`config.mk`:
```
export PLATFORM = sky130hd
export DESIGN_NAME = battle_sequencer
export DESIGN_NICKNAME = d
export VERILOG_FILES = /design/src/rtl/battle_pkg.sv /design/src/rtl/frame_timer.sv /design/src/rtl/battle_sequencer.sv
export SDC_FILE = /design/constraint.sdc
export NUM_CORES = 1
export LEC_CHECK = 0
export ABC_AREA = 1
export BUFFER_PORTS_ARGS = -buffer_cell sky130_fd_sc_hd__buf_2
export CAP_MARGIN = 20
export CORE_AREA = 2 2 60 104
export DETAILED_ROUTE_END_ITERATION = 10
export DIE_AREA = 0 0 62 106
export GPL_TIMING_DRIVEN = 1
export HOLD_SLACK_MARGIN = 0.02
export PLACE_DENSITY = 0.83
export SYNTH_ARGS = -nofsm -noshare
export SYNTH_HDL_FRONTEND = slang
export SYNTH_SLANG_ARGS = --single-unit
export TNS_END_PERCENT = 30
```
`constraint.sdc`:
```
create_clock -name clk -period 3.1 [get_ports clk]
set_input_delay 0.155 -clock clk [delete_from_list [all_inputs] [get_ports clk]]
set_output_delay 0.155 -clock clk [all_outputs]
set_load 0.01 [all_outputs]
```
`src/rtl/battle_pkg.sv`:
```
// Shared types and constants for the battle screen: phase codes seen by the
// menu / player-attack / enemy-attack renderers, and the HP arithmetic helper.
package battle_pkg;

  localparam int PHASE_BITS  = 4;
  localparam int HP_W        = 8;
  localparam int FRAME_CNT_W = 11;

  typedef enum logic [PHASE_BITS-1:0] {
    PH_IDLE   = 4'b0000,
    PH_ATTACK = 4'b0001,
    PH_ENEMY  = 4'b0010,
    PH_MENU   = 4'b0011,
    PH_WIN    = 4'b1000,
    PH_LOSE   = 4'b1001
  } phase_t;

  // Bit positions of each renderer's done pulse in finished_in.
  localparam int FIN_MENU   = 0;
  localparam int FIN_ATTACK = 1;
  localparam int FIN_ENEMY  = 2;

  // Widen by one bit so the borrow shows up, then clamp to zero on underflow.
  function automatic logic [HP_W-1:0] sat_sub(input logic [HP_W-1:0] a,
                                              input logic [HP_W-1:0] b);
    logic [HP_W:0] diff;
    diff = {1'b0, a} - {1'b0, b};
    return diff[HP_W] ? '0 : diff[HP_W-1:0];
  endfunction

endpackage

```
`src/rtl/frame_timer.sv`:
```
// Counts frame ticks (raster at 0,0) while enabled; clear has priority,
// the count saturates, and hit_o flags that the limit has been reached.
module frame_timer #(
  parameter int CNT_W = 11,
  parameter int LIMIT = 1800
) (
  input  logic             clk,
  input  logic             rst,
  input  logic [10:0]      hcount_i,
  input  logic [9:0]       vcount_i,
  input  logic             clear_i,
  input  logic             enable_i,
  output logic             hit_o
);

  logic [CNT_W-1:0] count_q;
  logic [CNT_W-1:0] count_d;
  logic             frame_tick;

  assign frame_tick = (hcount_i == 11'd0) && (vcount_i == 10'd0);

  always_comb begin
    count_d = count_q;
    if (clear_i) begin
      count_d = '0;
    end else if (enable_i && frame_tick && (count_q != '1)) begin
      count_d = count_q + 1'b1;
    end
  end

  always_ff @(posedge clk) begin
    if (rst) begin
      count_q <= '0;
    end else begin
      count_q <= count_d;
    end
  end

  assign hit_o = (count_q == CNT_W'(LIMIT));

endmodule

```
`src/rtl/battle_sequencer.sv`:
```
// Battle turn scheduler: steps MENU -> ATTACK -> ENEMY, applies damage, counts
// turns and force-advances a phase whose renderer never reports done.
module battle_sequencer
  import battle_pkg::*;
#(
  parameter int PLAYER_HP_INIT = 92,
  parameter int ENEMY_HP_INIT  = 192,
  parameter int TIMEOUT_FRAMES = 1800
) (
  input  logic        clk,
  input  logic        rst,
  input  logic [10:0] hcount_in,
  input  logic [9:0]  vcount_in,
  input  logic        start_in,
  input  logic [2:0]  finished_in,
  input  logic [7:0]  enemy_dmg_in,
  input  logic [7:0]  player_dmg_in,
  output logic [3:0]  state_out,
  output logic [7:0]  enemy_hp_out,
  output logic [7:0]  player_hp_out,
  output logic [7:0]  turn_out,
  output logic        timeout_out
);

  phase_t          state_q, state_d;
  logic [HP_W-1:0] enemy_hp_q, enemy_hp_d;
  logic [HP_W-1:0] player_hp_q, player_hp_d;
  logic [7:0]      turn_q, turn_d;
  logic            timeout_q, timeout_d;
  logic [1:0]      age_q, age_d;

  logic            enter;
  logic            armed;
  logic            active;
  logic            hit;
  logic            done;
  logic [HP_W-1:0] dmg;
  logic [HP_W-1:0] hp_new;

  // A done pulse only counts two cycles after phase entry, so the previous
  // renderer's pulse that is still dropping cannot skip the new phase.
  assign armed  = (age_q == 2'd2);
  assign active = (state_q == PH_MENU) || (state_q == PH_ATTACK) || (state_q == PH_ENEMY);

  frame_timer #(
    .CNT_W (FRAME_CNT_W),
    .LIMIT (TIMEOUT_FRAMES)
  ) u_frame_timer (
    .clk      (clk),
    .rst      (rst),
    .hcount_i (hcount_in),
    .vcount_i (vcount_in),
    .clear_i  (enter),
    .enable_i (active),
    .hit_o    (hit)
  );

  always_comb begin
    state_d     = state_q;
    enemy_hp_d  = enemy_hp_q;
    player_hp_d = player_hp_q;
    turn_d      = turn_q;
    timeout_d   = 1'b0;
    enter       = 1'b0;
    done        = 1'b0;
    dmg         = '0;
    hp_new      = '0;

    case (state_q)
      PH_IDLE, PH_WIN, PH_LOSE: begin
        if (start_in) begin
          state_d     = PH_MENU;
          enemy_hp_d  = HP_W'(ENEMY_HP_INIT);
          player_hp_d = HP_W'(PLAYER_HP_INIT);
          turn_d      = '0;
          enter       = 1'b1;
        end
      end
      PH_MENU: begin
        done = armed && finished_in[FIN_MENU];
        if (done || hit) begin
          state_d   = PH_ATTACK;
          timeout_d = !done;
          enter     = 1'b1;
        end
      end
      PH_ATTACK: begin
        done = armed && finished_in[FIN_ATTACK];
        if (done || hit) begin
          dmg        = done ? enemy_dmg_in : '0;
          hp_new     = sat_sub(enemy_hp_q, dmg);
          enemy_hp_d = hp_new;
          state_d    = (hp_new == '0) ? PH_WIN : PH_ENEMY;
          timeout_d  = !done;
          enter      = 1'b1;
        end
      end
      PH_ENEMY: begin
        done = armed && finished_in[FIN_ENEMY];
        if (done || hit) begin
          dmg         = done ? player_dmg_in : '0;
          hp_new      = sat_sub(player_hp_q, dmg);
          player_hp_d = hp_new;
          turn_d      = (turn_q == 8'hFF) ? turn_q : turn_q + 8'd1;
          state_d     = (hp_new == '0) ? PH_LOSE : PH_MENU;
          timeout_d   = !done;
          enter       = 1'b1;
        end
      end
      default: begin
        state_d = PH_IDLE;
        enter   = 1'b1;
      end
    endcase

    age_d = enter ? 2'd0 : ((age_q == 2'd2) ? age_q : age_q + 2'd1);
  end

  always_ff @(posedge clk) begin
    if (rst) begin
      state_q     <= PH_IDLE;
      enemy_hp_q  <= HP_W'(ENEMY_HP_INIT);
      player_hp_q <= HP_W'(PLAYER_HP_INIT);
      turn_q      <= '0;
      timeout_q   <= 1'b0;
      age_q       <= '0;
    end else begin
      state_q     <= state_d;
      enemy_hp_q  <= enemy_hp_d;
      player_hp_q <= player_hp_d;
      turn_q      <= turn_d;
      timeout_q   <= timeout_d;
      age_q       <= age_d;
    end
  end

  assign state_out     = state_q;
  assign enemy_hp_out  = enemy_hp_q;
  assign player_hp_out = player_hp_q;
  assign turn_out      = turn_q;
  assign timeout_out   = timeout_q;

endmodule

```
# Word-level counts from Yosys, hierarchy flattened
# Cells that the tools add are included.
[word_totals]
output_inout_bits = 29
rom_bits = 0
inputBits = 43
n_memories = 0
latch_bits = 0
ramBits = 0
ff_bits = 42
elab_cells = 83
[classes]
shifts = 0
n_eq_ne = 14
mul = 0
n_div = 0
n_addsub = 5
n_reduce_logical = 27
magnitude_cmp = 0
bitwise_logic = 0
muxes = 30
[ops]
columns = ["operator", "n"]
rows = [
  ["8-bit two-way mux", 11],
  ["8-bit case mux with 2 select lines", 3],
  ["4-bit two-way mux", 6],
  ["8-bit by 8-bit subtractor with 9-bit output", 2],
  ["8-bit zero test", 2],
  ["4-bit case mux with 4 select lines", 1],
  ["11-bit by 1-bit adder with 11-bit output, second input constant", 1],
  ["11-bit == test, second input constant", 1],
  ["11-bit zero test", 1],
  ["11-bit != test, second input constant", 1],
  ["10-bit zero test", 1],
  ["8-bit by 1-bit adder with 8-bit output, second input constant", 1],
  ["4-bit by 2-bit == test with 1-bit output, second input constant", 2],
  ["4-bit == test, second input constant", 2],
  ["8-bit == test, second input constant", 1],
  ["4-bit AND reduction", 2],
  ["1-bit two-way mux", 7],
  ["1-bit logical AND", 6],
  ["2-bit by 1-bit != test with 1-bit output, second input constant", 3],
  ["3-bit AND reduction", 2],
  ["1-bit logical OR", 5],
  ["4-bit by 1-bit == test with 1-bit output, second input constant", 1],
  ["4-bit zero test", 1],
  ["2-bit != test, second input constant", 2],
  ["other kinds (8)", 11],
]

# Depth between registers and ports, before layout
[depth]
depth_word = 9
mapped_depth = 21
depth_no_buf = 20

# Hierarchy
# From an unflattened synthesis, not the netlist that was laid out.
[unflattened]
hier_cells = 515
area_unflattened_um2 = 3238.1
[by_module_without_submodules]
columns = ["mod", "instances", "cells_per_inst", "area_per_inst_um2"]
rows = [
  ["battle_sequencer", 1, 377, 2409.8],
  ["frame_timer", 1, 138, 828.3],
]

# Worst setup path after synthesis
# Ideal clock, no wire load.
[synth_path]
path_type = "reg2reg"
startpoint = "register age_q[0]"
endpoint = "register state_q[3] (netlist: state_out[3])"
period_less_slack_ns = 2.469
required_ns = 2.968
path_stages_with_launch = 21
path_slack_ns = 0.631
arrival_time_ns = 2.337
setup_ns = 0.132
path_buffers = 1
cell_sequence = "dfxtp_1 inv_1 ha_1 nand2_1 inv_1 nand2_1 inv_1 fa_1 inv_1 nand2_1 nand2_1 nand3_1 nand2_1 buf_2 o21ai_0 nand3_1 nor2_1 nand2_1 o21ai_0 nand2_1 a21oi_1"
[synth_between]
elab_chain_len = 9
[synth_rtl]
columns = ["item", "line_no", "source"]
rows = [
  ["from (decl)", "battle_sequencer.sv:30", "logic [1:0] age_q, age_d;"],
  ["from (signal assigned)", "battle_sequencer.sv:133", "age_q <= age_d;"],
  ["2-bit == test (*)", "battle_sequencer.sv:42", "assign armed = (age_q == 2'd2);"],
  ["1-bit logical AND, on equally long branches", "battle_sequencer.sv:99, battle_sequencer.sv:88", ""],
  ["8-bit two-way mux, on equally long branches", "battle_sequencer.sv:101, battle_sequencer.sv:90", ""],
  ["8-bit by 8-bit subtractor with 9-bit output", "battle_pkg.sv:27", "diff = {1'b0, a} - {1'b0, b};"],
  ["8-bit two-way mux", "battle_pkg.sv:28", "return diff[HP_W] ? '0 : diff[HP_W-1:0];"],
  ["8-bit zero test, on equally long branches", "battle_sequencer.sv:105, battle_sequencer.sv:93", ""],
  ["4-bit two-way mux, on equally long branches", "battle_sequencer.sv:105, battle_sequencer.sv:93", ""],
  ["4-bit two-way mux, on equally long branches", "battle_sequencer.sv:100, battle_sequencer.sv:89", ""],
  ["4-bit case mux with 4 select lines", "battle_sequencer.sv:69", "case (state_q)"],
  ["to (signal assigned)", "battle_sequencer.sv:128", "state_q <= state_d;"],
  ["to (decl)", "battle_sequencer.sv:25", "phase_t state_q, state_d;"],
]
# Mark *: on every way between the ends. The rest lies on a longest branch, timed or not. The select of a mux whose other input is x is not followed.
# A chain may end at the register's enable or synchronous reset.

# Worst setup path in the final report
# Ends and elaborated chain as after synthesis.

==> reports/results.ini <==
[run_status]
status=completed

[worst_setup_path]
required_ns=3.27
worst_setup_path_start_kind=flop
cp.arrival_ns=2.94
crit_path_max_fanout=12
setup.worst_path.class=reg -> reg
end_kind=flop

[die]
die_y_um=106
die_w_um=62
core_um2=5790
initial_core_util=0.531
io_pins=72
placementRows=37
die-area_um2=6570

[global_routing]
grt_max_degree=18
busiest_layer=met2
antenna_found_initial=0
grt_pass1_vias=3138
gr-usage-met1=0.252
grt.overflow.total=0
met3_usage=0.0426
grt_pass1_wl_um=12600
grtUsageTotal=0.247
met2_usage=0.451

[synth]
yosysSeqAreaShare=0.267
synth_top_flop_cell=dfxtp_1
synth.most_common_cell=nand2_1
synth_top_area_share=0.267
synth.distinct_cells=39
netlist_instances=481
yosysTopAreaCell=dfxtp_1
mappedNetlistNets=550
synth_area_leaders=dfxtp_1, nand2_1, ha_1, inv_1, a21oi_1
avgSynthCellArea_um2=6.39
synth_edf_count=0
ys_warn_count=0
netlist_area_um2=3070
ys_seq_elements=41
synthArstFlopShare=0
synthTopCellsByCount=nand2_1, inv_1, dfxtp_1

[layout]
area_growth_pct=16.2
antenna-diode-count=0
n_fill_cell=567
drive_gt1_frac=0.187
final_nets=620

[sta]
drv_slew=0
slew_headroom=0.651
fin_hold_ws_ns=0.247
fmax_ghz=0.361
rsz0062_at_grt=false
tightestPinTransition_ns=0.518
setup_viol=0
setup_tns_ns=0
hold_viol=0
fin_crit_ns=2.77
fin_worst_skew_ns=0.00958
min_period_over_period=0.893

[placement]
place.gp.congestion=0.908
hpwl_um=6190
io_buffers=70

[flow_run]
max_cap_viol_count=0

[drt]
wire_per_inst_um=12.1
avgViaCountPerCell=5.17
first_pass_iters=4
drc=0
routed_wl_um=7650
vias=3256
drt_iter0_drc=192
drtAntennaViolNets=0

[min_path]
hold_class=in -> reg

[clocking]
clk_latency_ns=0.30
cts_inserted_buffers=5
postCtsHoldBufs=0
cts_sinks=41
root_buffer=clkbuf_8
cts_buffer_depth=2
cts_tree=built
path_clk_slew_ns=0.08
post_cts_buffers=0
htree_levels=2

[pwr]
vdd_ir_drop_max_v=0.000317
power.density_nw_per_um2=542
total_power_mw=1.93
leakage_nw=1.72

-- sequential cells by signal (all words and copies together) (netlist names) --
signal / cells
turn_out: 8
age_q: 2
state_out: 3
enemy_hp_out: 8
u_frame_timer.count_q: 11
player_hp_out: 8
timeout_out: 1
-- routing by layer --
metal  up-vias  share of wire
li1       1681              -
met1      1503           0.39
met2        53           0.56
met3        19          0.027
met4         0          0.027
met5         -              0
-- cell usage in the layout (no fill, tap or decap), types with 2 or more instances in the layout --
cell type	n
a21oi_1	39
a21oi_2	3
buf_2	70
clkbuf_8	5
clkinv_2	2
dfxtp_1	41
fa_1	2
ha_1	24
inv_1	62
inv_2	9
nand2_1	146
nand2_2	4
nand3_1	38
nand3b_1	5
nand4_1	7
nor2_1	38
nor2_2	3
nor3_1	5
nor3_2	2
nor4_1	6
o21ai_0	10
o21ai_1	4
xnor2_1	9
xor2_1	4
-- worst max-delay path, stage by stage (launching register included) --
cell and delay [ns]:
dfxtp_1 0.33, inv_1 0.05, ha_1 0.25, nand2_1 0.14
inv_1 0.18, nand2_1 0.12, inv_1 0.06, fa_1 0.42
inv_1 0.10, nand2_1 0.05, nand2_1 0.10, nand3_1 0.09
nand2_2 0.19, nand3_1 0.14, nand3_1 0.12, nor2_1 0.05
nand2_1 0.04, o21ai_0 0.07, nand2_1 0.06, a21oi_1 0.06
-- layout make-up --
cell class | count | area [µm²] | area share
multi-input cells | 361 | 1950 | 0.545
repair buffers | 70 | 350 | 0.0981
clock inverters | 3 | 17.5 | 0.00491
clock buffers | 5 | 68.8 | 0.0193
well taps | 78 | 97.6 | 0.0273
flip-flops and latches | 41 | 821 | 0.230
inverters | 72 | 270 | 0.0757
-- stage by stage --
| step | setup slack, ns | utilization | instances | instance area, µm² |
|---|---|---|---|---|
| global route | 0.0471 | 0.617 | 630 | 3570 |
| global placement | 0.411 | 0.601 | 622 | 3480 |
| detailed placement | 0.283 | 0.601 | 622 | 3480 |
| CTS | 0.246 | 0.616 | 630 | 3570 |
| finish | 0.331 | 0.617 | 630 | 3570 |
| floorplan | 0.631 | - | 481 | 3070 |
-- path summary, 6_finish.rpt --
path	start	endpoint	slack, ns	cells past startpoint
setup / recovery	age_q[0]$_SDFFE_PP0P_	state_out[3]$_SDFFE_PP0P_	0.33	19
hold / removal	rst	player_hp_out[1]$_SDFFE_PP0P_	0.25	2
setup reg to reg	age_q[0]$_SDFFE_PP0P_	state_out[3]$_SDFFE_PP0P_	0.33	19
hold reg to reg	age_q[0]$_SDFFE_PP0P_	age_q[0]$_SDFFE_PP0P_	0.48	2
-- cells by family (layout without fill, tap and decap cells) --
family,count (synthesis),count (layout),synth area share
AO/OA/AOI/OAI,62,62,0.111
XOR/XNOR,13,13,0.0371
adder cells (fa/ha/maj),26,26,0.111
buffers and inverters,79,150,0.101
flip-flops,41,41,0.267
other,1,1,0.00122
AND/OR/NAND/NOR,259,259,0.371
-- timing repair --
item	in CTS	in global routing
hold endpoints to repair	0	0
gates resized for setup	0	3
endpoints found under the setup margin	0	2
-- power breakdown --
part	total [mW]	internal [mW]	switching [mW]	leakage [nW]
sequential	0.610	0.568	0.0426	0.332
clock	0.352	0.156	0.196	0.0439
combinational	0.973	0.325	0.647	1.34
total	1.93	1.05	0.886	1.72
(Power assumes the default switching activity.)
